--- config.mk ---
export PLATFORM = sky130hd
export DESIGN_NAME = cart_loader
export DESIGN_NICKNAME = d
export VERILOG_FILES = /design/src/rtl/cart_pkg.sv /design/src/rtl/cart_loader.sv
export SDC_FILE = /design/constraint.sdc
export NUM_CORES = 1
export LEC_CHECK = 0
export CORE_MARGIN = 2
export CORE_UTILIZATION = 45
export DETAILED_ROUTE_END_ITERATION = 10
export PLACE_DENSITY = 0.78
export SYNTH_ARGS = -nofsm -noshare
export SYNTH_HDL_FRONTEND = slang
export SYNTH_SLANG_ARGS = --single-unit
--- constraint.sdc ---
create_clock -name clk_in -period 2.4 [get_ports clk_in]
set_input_delay 0.24 -clock clk_in [delete_from_list [all_inputs] [get_ports clk_in]]
set_output_delay 0.24 -clock clk_in [all_outputs]
set_load 0.05 [all_outputs]
--- src/rtl/cart_pkg.sv ---
// Shared constants for the cartridge image loader: FSM encoding, config
// layout and default memory geometry.
package cart_pkg;

  localparam int CFG_BYTE_COUNT     = 5;
  localparam int DEF_PRG_BANK_BYTES = 16384;
  localparam int DEF_CHR_BYTES      = 8192;

  // Config bit selecting two PRG banks instead of one.
  localparam int CFG_PRG_DOUBLE_BIT = 33;

  localparam logic [2:0] ST_IDLE   = 3'd0;
  localparam logic [2:0] ST_CFG    = 3'd1;
  localparam logic [2:0] ST_PRG    = 3'd2;
  localparam logic [2:0] ST_PRG_WR = 3'd3;
  localparam logic [2:0] ST_CHR    = 3'd4;
  localparam logic [2:0] ST_CHR_WR = 3'd5;

  // Index of the final PRG byte for the selected bank count.
  function automatic logic [15:0] prg_last_index(input logic double_bank,
                                                 input int   bank_bytes);
    int total;
    total = double_bank ? (2 * bank_bytes) : bank_bytes;
    return 16'(total - 1);
  endfunction

endpackage

--- src/rtl/cart_loader.sv ---
// Streams a cartridge image (5 config bytes, PRG, CHR) from a valid/ready
// byte interface into the PRG and CHR memories, one write strobe per byte.
//
// state     | meaning
// ----------+----------------------------------------------------------
// IDLE      | waiting for start_in
// CFG       | collecting the 5 config bytes, LSB first
// PRG       | waiting for the next PRG byte
// PRG_WR    | single-cycle PRG write strobe
// CHR       | waiting for the next CHR byte
// CHR_WR    | single-cycle CHR write strobe
module cart_loader
  import cart_pkg::*;
#(
  parameter int PRG_BANK_BYTES = DEF_PRG_BANK_BYTES,
  parameter int CHR_BYTES      = DEF_CHR_BYTES
) (
  input  logic        clk_in,
  input  logic        rst_n_in,
  input  logic        start_in,
  input  logic [7:0]  din_in,
  input  logic        din_valid_in,
  output logic        din_ready_out,
  output logic [39:0] cfg_out,
  output logic        cfg_upd_out,
  output logic        prg_nce_out,
  output logic        prg_r_nw_out,
  output logic [14:0] prg_a_out,
  output logic [7:0]  prg_d_out,
  output logic [13:0] chr_a_out,
  output logic        chr_r_nw_out,
  output logic [7:0]  chr_d_out,
  output logic        busy_out,
  output logic        done_out
);

  localparam logic [15:0] CFG_LAST = 16'(CFG_BYTE_COUNT - 1);
  localparam logic [15:0] CHR_LAST = 16'(CHR_BYTES - 1);

  logic [2:0]  state_q;
  logic [15:0] cnt_q;
  logic [39:0] cfg_q;
  logic [14:0] prg_a_q;
  logic [7:0]  prg_d_q;
  logic [12:0] chr_a_q;
  logic [7:0]  chr_d_q;
  logic        cfg_upd_q;
  logic        done_q;
  logic        accept;
  logic [15:0] prg_last;

  assign din_ready_out = (state_q == ST_CFG) || (state_q == ST_PRG) ||
                         (state_q == ST_CHR);
  assign accept        = din_valid_in & din_ready_out;
  assign prg_last      = prg_last_index(cfg_q[CFG_PRG_DOUBLE_BIT], PRG_BANK_BYTES);

  // Strobes decode straight from state so a reset drops them immediately.
  assign prg_nce_out   = (state_q != ST_PRG_WR);
  assign prg_r_nw_out  = (state_q != ST_PRG_WR);
  assign chr_r_nw_out  = (state_q != ST_CHR_WR);
  assign busy_out      = (state_q != ST_IDLE);

  assign cfg_out       = cfg_q;
  assign cfg_upd_out   = cfg_upd_q;
  assign done_out      = done_q;
  assign prg_a_out     = prg_a_q;
  assign prg_d_out     = prg_d_q;
  assign chr_a_out     = {1'b0, chr_a_q};
  assign chr_d_out     = chr_d_q;

  // Load sequencer: byte counter, config assembly and address/data latches.
  always_ff @(posedge clk_in or negedge rst_n_in) begin
    if (!rst_n_in) begin
      state_q   <= ST_IDLE;
      cnt_q     <= '0;
      cfg_q     <= '0;
      prg_a_q   <= '0;
      prg_d_q   <= '0;
      chr_a_q   <= '0;
      chr_d_q   <= '0;
      cfg_upd_q <= 1'b0;
      done_q    <= 1'b0;
    end else begin
      cfg_upd_q <= 1'b0;
      done_q    <= 1'b0;
      case (state_q)
        ST_IDLE: begin
          if (start_in) begin
            state_q <= ST_CFG;
            cnt_q   <= '0;
          end
        end
        ST_CFG: begin
          if (accept) begin
            case (cnt_q[2:0])
              3'd0:    cfg_q[7:0]   <= din_in;
              3'd1:    cfg_q[15:8]  <= din_in;
              3'd2:    cfg_q[23:16] <= din_in;
              3'd3:    cfg_q[31:24] <= din_in;
              3'd4:    cfg_q[39:32] <= din_in;
              default: ;
            endcase
            if (cnt_q == CFG_LAST) begin
              state_q   <= ST_PRG;
              cnt_q     <= '0;
              cfg_upd_q <= 1'b1;
            end else begin
              cnt_q <= cnt_q + 16'd1;
            end
          end
        end
        ST_PRG: begin
          if (accept) begin
            prg_d_q <= din_in;
            prg_a_q <= cnt_q[14:0];
            state_q <= ST_PRG_WR;
          end
        end
        ST_PRG_WR: begin
          if (cnt_q == prg_last) begin
            state_q <= ST_CHR;
            cnt_q   <= '0;
          end else begin
            state_q <= ST_PRG;
            cnt_q   <= cnt_q + 16'd1;
          end
        end
        ST_CHR: begin
          if (accept) begin
            chr_d_q <= din_in;
            chr_a_q <= cnt_q[12:0];
            state_q <= ST_CHR_WR;
          end
        end
        ST_CHR_WR: begin
          cnt_q <= cnt_q + 16'd1;
          if (cnt_q == CHR_LAST) begin
            state_q <= ST_IDLE;
            done_q  <= 1'b1;
          end else begin
            state_q <= ST_CHR;
          end
        end
        default: state_q <= ST_IDLE;
      endcase
    end
  end

endmodule

Word-level counts from Yosys, hierarchy flattened
Index checks and enable logic that the tools add are counted.

Register bits: 105. Logic and storage cells: 69. Input port bits: 12.

Multiplexer cells: 19. Bitwise logic cells: 1. Equality and inequality tests: 19. Add/subtract/negate cells: 2. Reductions and logical operators: 15.

Operator list (count): 16-bit two-way mux (5); 16-bit one-hot mux with 4 select lines (1); 3-bit two-way mux (7); 3-bit one-hot mux with 6 select lines (1); 3-bit AND reduction (6); 16-bit by 1-bit adder with 16-bit output (second input constant) (1); 16-bit by 13-bit == test with 1-bit output (second input constant) (1); 16-bit == test (1); 16-bit by 3-bit == test with 1-bit output (second input constant) (1); 16-bit by 1-bit subtractor with 16-bit output (second input constant) (1); 3-bit by 2-bit == test with 1-bit output (second input constant) (4); 3-bit == test (second input constant) (3); 2-bit inequality test (second input constant) (4); 3-bit by 1-bit == test with 1-bit output (second input constant) (2); 3-bit zero test (2); 1-bit two-way mux (5); 5-bit AND reduction (1); 2-bit AND reduction (2); 4-bit nonzero test (1); 3-bit by 2-bit inequality test with 1-bit output (second input constant) (1); 3-bit inequality test (second input constant) (1); 3-bit nonzero test (1); 1-bit logical OR (2); 2-bit by 1-bit inequality test with 1-bit output (second input constant) (1); 1-bit AND (1).

Depth between registers and ports, before layout
Gate-level depths: netlist (run 1).

Word-level depth: 6. Depth in mapped cells: 8. Mapped depth without buffers: 7.

Worst setup path before layout (run 1)
No wires, ideal clock.

Kind: register to register. Start: register cnt_q[0]. End: register cnt_q[14]. Arrival: 1.803 ns. Period minus slack after synthesis: 1.935 ns. Slack: 0.465 ns. Cell stages (with the launch flop): 9. Buffers on the path: 1. Required time: 2.267 ns. Cells stage by stage: dfrtp_1 inv_1 ha_1 nor4bb_1 nand4_1 a32o_2 buf_6 nor2_1 o211ai_1.

Cells in the longest elaborated chain, start to end: 4. Elaborated cells between the ends (all ways): 7.

RTL lines: start, declared (RTL line cart_loader.sv:41) `logic [15:0] cnt_q;`; start signal, assigned (RTL line cart_loader.sv:108) `cnt_q <= cnt_q + 16'd1;`; start signal, assigned (RTL line cart_loader.sv:125) `cnt_q <= cnt_q + 16'd1;`; start signal, assigned (RTL line cart_loader.sv:136) `cnt_q <= cnt_q + 16'd1;`; 16-bit by 1-bit adder with 16-bit output or 16-bit by 3-bit == test with 1-bit output (tied branches); 16-bit two-way mux (RTL line cart_loader.sv:103) `if (cnt_q == CFG_LAST) begin`; 16-bit two-way mux (RTL line cart_loader.sv:94) `if (accept) begin`; 16-bit one-hot mux with 4 select lines * (RTL line cart_loader.sv:86) `case (state_q)`.

Mark *: on every way between the ends. The rest lies on a longest branch, timed or not. The select of a mux whose other input is x is not followed. A chain may end at the register's enable or synchronous reset.

Worst setup path in the final report (run 1)
Start: register state_q[2]. End: output port din_ready_out.

Cells in the longest elaborated chain, start to end: 3. Elaborated cells between the ends (all ways): 5.

RTL lines: start, declared (RTL line cart_loader.sv:40) `logic [2:0] state_q;`; start signal, assigned (RTL line cart_loader.sv:74) `state_q <= ST_IDLE;`; start signal, assigned (RTL line cart_loader.sv:89) `state_q <= ST_CFG;`; start signal, assigned (RTL line cart_loader.sv:104) `state_q <= ST_PRG;`; 3-bit by 1-bit == test with 1-bit output or 3-bit by 2-bit == test with 1-bit output (tied branches) (RTL line cart_loader.sv:52) `assign din_ready_out = (state_q == ST_CFG) || (state_q == ST_PRG) ||`; 1-bit logical OR (RTL line cart_loader.sv:52); 1-bit logical OR * (RTL line cart_loader.sv:52); end, declared (RTL line cart_loader.sv:23) `output logic din_ready_out,`.

Mark *: on every way between the ends. The rest lies on a longest branch, timed or not.

==> results of run 1 <==
[report_power, final]
part | leakage, µW | internal (µW) | switching (µW) | total, µW
Combinational | 0.00129 | 1030 | 1810 | 2840
Clock | 0.0000967 | 397 | 626 | 1020
Sequential | 0.00134 | 2180 | 355 | 2540
[metal layers]
metal	vias up	part of all wire	track usage	wire length (µm)
met3	10	0.082	0.06806	855
li1	1533	-	-	-
met1	1614	0.42	0.2469	4421
met5	-	0	0	0
met2	99	0.48	0.3173	5013
met4	0	0.012	0.05937	120
[cell families (layout without fill, tap and decap cells)]
group	after synthesis	count (layout)	synth area share
AOI/OAI and AO/OA	50	50	0.07731
DFF	105	105	0.5560
adders and majority gates	5	5	0.01324
buffers and inverters	36	148	0.04209
and+or+nand+nor	87	87	0.1046
muxes	85	85	0.2023
other	1	1	0.0007935
xor gates and xnor gates	2	2	0.003707
[placed cells by master, fill, tap and decap left out, types with 7 or more instances in the layout]
master / instances
a22oi_1: 7
inv_1: 15
dfrtp_1: 104
clkdlybuf4s50_1: 98
nand3_1: 9
o21ai_0: 10
clkbuf_8: 9
buf_4: 14
nand2_1: 18
nor2_1: 21
mux2_2: 84
[per-stage QoR]
step / hold slack [ns] / cells / setup slack [ns] / power (µW)
2_1_floorplan: -0.05559 / 371 / 0.4646 / 4427
3_3_place_gp: 0.1280 / 602 / 0.2006 / 5355
3_5_place_dp: 0.1274 / 602 / 0.02307 / 5414
4_1_cts: 0.2643 / 619 / 0.002709 / 6459
5_1_grt: 0.2924 / 619 / 0.01736 / 6714
6_report: 0.2795 / 619 / 0.1021 / 6402
[flip-flops by register name, indices dropped and copies added, names as in the netlist]
name	count
cnt_q	16
cfg_out	40
chr_d_out	8
prg_a_out	15
chr_a_q	13
state_q	3
prg_d_out	8
cfg_upd_out	1
done_out	1
[path summary, 6_finish.rpt]
check                                      to        start  slack [ns]
worst max-delay path            din_ready_out   state_q[2]        0.10
worst min-delay path              chr_a_q[11]     rst_n_in        0.28
worst max register to register       cnt_q[5]     cnt_q[1]        0.20
worst min register to register    chr_a_q[10]  chr_a_q[10]        0.51
max in group asynchronous         cfg_out[20]     rst_n_in        1.48
min in group clk_in               chr_a_q[10]  chr_a_q[10]        0.51
[worst max-delay path: stages (launching register included)]
cell	delay [ns]
dfrtp_1	0.43
buf_4	0.19
o21ai_0	0.14
o21a_1	0.14
clkdlybuf4s50_1	0.79
[cell type report]
type                       instances  area [µm²]  area share
clock buffer                       9       123.9     0.02027
clock inverter                     7       56.30    0.009216
inverter                          16       60.06    0.009830
multi-input combinational        230        1922      0.3146
sequential                       105        2629      0.4303
tap                              136       170.2     0.02785
timing repair buffer             116        1149      0.1880
[repair_timing]
action	4_1_cts	5_1_grt
endpoints found under the hold margin	17	0
hold buffers	1	0
endpoints found under the setup margin	0	13
resized for setup	0	4
==> impl.org, run 1 <==
** Finish
- In the final layout, the share of cells above drive strength 1 is 0.2899.
- Layout overhead on the synthesized area :: 29.28%
- The repair_antennas step left the layout with diodes totalling 0.
- Total of fill cells in the finished design :: 855
- Number of nets in the layout :: roughly 500
- Fin util :: 0.5945
- Summing all non-filler instances in the final layout gives an area of 6110 µm².

** Route
- Iteration-0 DRC Markers :: 158
- For this block, the routed nets add up to 10410 µm of wire.
- Dividing the detail-routed via count by the number of cells gives 5.260.
- DRC :: 0
- DR vias :: around 3300
- Routed wirelength normalized by instance count :: 16.82 µm
- The detail route stage leaves a number of antenna-violating nets equal to 0.
- Count of TritonRoute iterations in the first routing pass :: 4

** Yosys
- The share of synthesized area in the top cell type comes to 0.5560.
- Share of synthesized area occupied by flip-flops and latches :: 0.5560
- Distinct cells, synth :: 55
- In the synthesized netlist the dominant register cell turns out to be dfrtp_1.
- Most used standard cell by instance count after synthesis :: dfrtp_1
- Post-Synthesis Cells :: between 300 and 400
- Number of register bits inferred by synthesis :: 105
- The Yosys step of the flow raised 0 warnings.
- After synthesis, the mean cell area works out to 12.74 µm².
- Number of synthesized flops with an enable pin :: 0
- Cell Area, Synth :: 4726 µm²
- The synthesized design spends more area on one cell type than any other, namely dfrtp_1.
- After synthesis, the share of flip-flops with an asynchronous set or reset is 1.000.
- The number of nets handed over by synthesis was around 390.
- Largest cells by area after synthesis :: dfrtp_1, mux2_2, nor2_1
- Post-synth top cells :: dfrtp_1, mux2_2, nor2_1, nand2_1, inv_1

** Timing
- Headroom to the max-slew limit :: 0.5542
- Highest attainable clock frequency :: between 400 and 500 MHz
- The final-report max-slew violation count was 0.
- Final total negative setup slack :: 0 ns
- Final number of setup-violating endpoints :: 0
- Transition at the pin with the smallest max-transition slack :: ~0.67 ns
- After layout, the minimum clock period comes to 2.298 ns.
- Number of hold-slack violations in the final timing report :: 0
- Setup repair after global routing left no endpoint under its margin.
- For the final database, setup skew stands at 0.01326 ns.
- Share of the clock period used by the worst path :: 0.9575

** Run status
- Status :: complete, no violations

** CTS
- Total clock sinks :: 105
- The H-tree was split into 3 levels.
- Counting the buffers created by CTS gives 9.
- After clock tree synthesis, the setup repair step added 0 buffers.
- The tree is rooted in a clkbuf_8.
- TritonCTS built the clock tree.
- Clock slew seen by the registers of the worst setup and hold paths :: approximately 0.10 ns
- For the worst-skew pair, the clock arrives at the later sink with an insertion delay of about 0.37 ns.
- Largest buffer count on any clock path :: 2

** Placement
- At the end of routability-driven placement, the weighted congestion stood at 0.9049.
- Number of port buffers :: 102
- Once detailed placement completed, the half-perimeter wirelength came to between 7000 and 8000 µm.
- In this run the cell area measured after placement is 5902 µm².

** Global routing
- The number of antenna violations at the first check in global routing was 0.
- Across every metal layer, demand over resource in global routing totals 0.1953.
- Entering global routing, the biggest net connects 60 pins.
- Summed over all layers, the global routing overflow is 0.
- First-pass GRT wire length :: 17380 µm
- Via count of the first global-routing pass :: between 3000 and 4000

** Run
- Maximum capacitance violations :: 0

** Die
- Die span in y :: 106.5 µm
- For this configuration, the core starts out at a cell density of 0.4598.
- The die is 106.5 µm wide.
- Core box area :: 10280 µm²
- Number of ports placed on the die boundary :: approximately 100
- Die outline area :: 11340 µm²
- The initialized floorplan defines 37 standard-cell rows.

** Setup path
- STA classifies the critical path endpoint as an output port.
- Highest net fanout along the worst path :: 8
- FF-to-FF path depth :: 7
- The worst setup path is launched from a flip-flop.
- Endpoint arrival time on the critical path :: 2.06 ns
- Critical path data required time :: 2.16 ns
- WS Path Type :: reg -> out

** Power and ir drop
- The worst-case IR drop observed on VDD is 890.4 µV.
- Summed over all cells, the static leakage comes to 0.002721 µW.
- For this design the ratio of total power to cell area is 1048 nW/µm².

** Min path
- The min-delay analysis places its worst path in the category in -> async.
No activity file was read; power rests on OpenSTA's default activity.
==> run 2, diff against run 1 <==
Settings changed: CORE_MARGIN 2 to unset.
==> impl.org, run 2 (synthesis gave the netlist of run 1 again) <==
** Run status
- Status :: complete, no violations

** Setup path
- The signal on the critical path passes through or3_1 -> clkdlybuf4s50_1.
- In this design, the stage delay of the slowest critical-path cell is 0.71 ns.
- Sort of element at the end of the critical path :: output port
- Kind of launch point of the worst setup path :: flip-flop
- Highest net fanout along the worst path :: 14
- The worst setup path is of the reg -> out kind.
- On the critical path, the stage with the largest delay is an instance of clkdlybuf4s50_1.
- Endpoint arrival time on the critical path :: 2.06 ns
- The kind of cell with the highest combined delay along the critical path is buffers and inverters.
- The number of buffers and inverters on the critical path is 1.
- Counting buffers and inverters, the worst setup path is 2 cells deep.
- Counting cells, the worst reg-to-reg path comes to 7.
- Critical path data required time :: 2.16 ns

** Route
- Count of TritonRoute iterations in the first routing pass :: 4
- After detailed routing, the number of remaining DRC violations is 0.
- Routed Wire Length :: 10540 µm
- In this run the remaining antenna-violating nets after routing total 0.
- Iteration-0 DRC Markers :: 140
- Dividing the detail-routed via count by the number of cells gives 5.356.
- Routed wirelength normalized by instance count :: 16.92 µm
- The detailed router placed ~3300 vias in this run.

** Global routing
- For this run, the total global-route usage over all layers was measured as 0.2064.
- Residual overflow from global routing :: 0
- Antenna violations before repair :: 0
- Entering global routing, the biggest net connects 47 pins.
- The number of global-route vias before repair came to 3419.
- First-pass GRT wire length :: 17660 µm

** Timing
- Subtracting the final worst setup slack from the clock period gives roughly 2.3 ns.
- Transition at the pin with the smallest max-transition slack :: 0.6192 ns
- The final-report max-slew violation count is 0.
- RSZ-0062 raised after global routing :: no
- Headroom to the max-slew limit :: 0.5863
- Layout Skew :: 0.01461 ns
- Highest attainable clock frequency :: 434.7 MHz
- Setup violations remaining at the end of the flow were counted as 0.
- Final total negative setup slack :: 0 ns
- The number of hold violations in the final report was 0.
- Dividing the final minimum period by the clock period gives 0.9585.
- Setup slack closes at between 0.09 and 0.1 ns.

** CTS
- Counting every sink on the clock net gives 105.
- Counting along the longest clock path gives a buffer depth of 2.
- Clock tree from TritonCTS :: done
- For the worst-skew pair, the clock arrives at the later sink with an insertion delay of approximately 0.37 ns.
- Clock slew seen by the registers of the worst setup and hold paths :: 0.10 ns
- H-Tree Level Count :: 3
- Total clock buffers created by CTS :: 9
- The root buffer cell chosen for the clock tree is clkbuf_8.

** Power and ir drop
- Final Total Pwr :: between 6000 and 7000 µW
- Power density over the cells :: 1069 nW/µm²
- Static Leakage :: around 0.0027 µW
- Across the VDD grid, the largest voltage drop is 801.0 µV.

** Finish
- The final layout contains 499 nets.
- The area growth from synthesis to layout is 30.05%.
- Most common cell after layout, fill and taps aside :: dfrtp_1
- The repair_antennas step left the layout with diodes totalling 0.
- For this run, the share of the core covered by cells in the final layout is 0.6007.
- Largest register FFs :: 40
- Of the cells placed in the final design, the portion with a size suffix greater than 1 is 0.2916.
- Top library cells by usage in the layout, fill and taps aside :: dfrtp_1, clkdlybuf4s50_1, mux2_2

** Die
- Number of cell rows :: 37
- Die outline area :: 10920 µm²
- Number of ports placed on the die boundary :: about 100
- For this configuration, the core starts out at a cell density of 0.4619.
- Core box area :: 10230 µm²
- Die span in y :: roughly 100 µm
- The floorplan step set the die width to 104.5 µm.

** Run
- Across the run, the number of max-cap violations was 0.

** Placement
- Final HPWL DP :: roughly 7500 µm
- Weighted congestion at the end of routability-driven global placement :: about 0.85
- Post-Place Worst Slack :: 0.1198 ns
- Buffers placed on the I/O ports in this run total 102.

** Min path
- HP Class :: in -> async
## run 2: through the flow
step           std cells  hold WS [ns]  cell area [µm²]
2_1_floorplan        371      -0.05559             4726
3_3_place_gp         606        0.2784             5919
3_5_place_dp         606        0.2839             5919
4_1_cts              623        0.4253             6136
5_1_grt              623        0.4557             6146
6_report             623        0.4057             6146
## run 2: final cells by class
type | count | area [µm²]
multi-input cells | 230 | 1916
clock buffers | 9 | 123.9
repair buffers | 120 | 1165
clock inverters | 7 | 83.83
flip-flops and latches | 105 | 2628
inverters | 16 | 60.06
fillers | 845 | 4085
well taps | 136 | 170.2
## run 2: timing repair
item                                    in CTS  in global routing
hold buffers                                 1                  0
resized for setup                            1                  2
endpoints found under the hold margin       44                  0
buffers inserted                             0                  0
endpoints found under the setup margin       1                 12
pin swaps                                    0                  0
## run 2: worst paths after layout
| path | startpoint | endpoint | slack, ns |
|---|---|---|---|
| setup / recovery | state_q[0] | busy_out | 0.1 |
| hold / removal | rst_n_in | cnt_q[10] | 0.41 |
| setup reg to reg | cnt_q[0] | cnt_q[5] | 0.24 |
| hold reg to reg | prg_a_out[10] | prg_a_out[10] | 0.51 |
| max in group asynchronous | rst_n_in | cfg_out[5] | 1.28 |
| min in group clk_in | prg_a_out[10] | prg_a_out[10] | 0.51 |
## run 2: power by group
part | internal (µW) | switching (µW) | total (µW)
Combinational | 1040 | 1850 | 2890
Clock | 507 | 653 | 1160
Sequential | 2180 | 337 | 2520
Total | 3730 | 2840 | 6570
## run 2: per-layer routing
metal | global-route usage | up-vias | routed length (µm)
met2 | 0.3335 | 119 | 4977
met3 | 0.07707 | 13 | 949
met5 | 0 | - | 0
li1 | - | 1553 | -
met4 | 0.05408 | 0 | 138
met1 | 0.2605 | 1652 | 4478
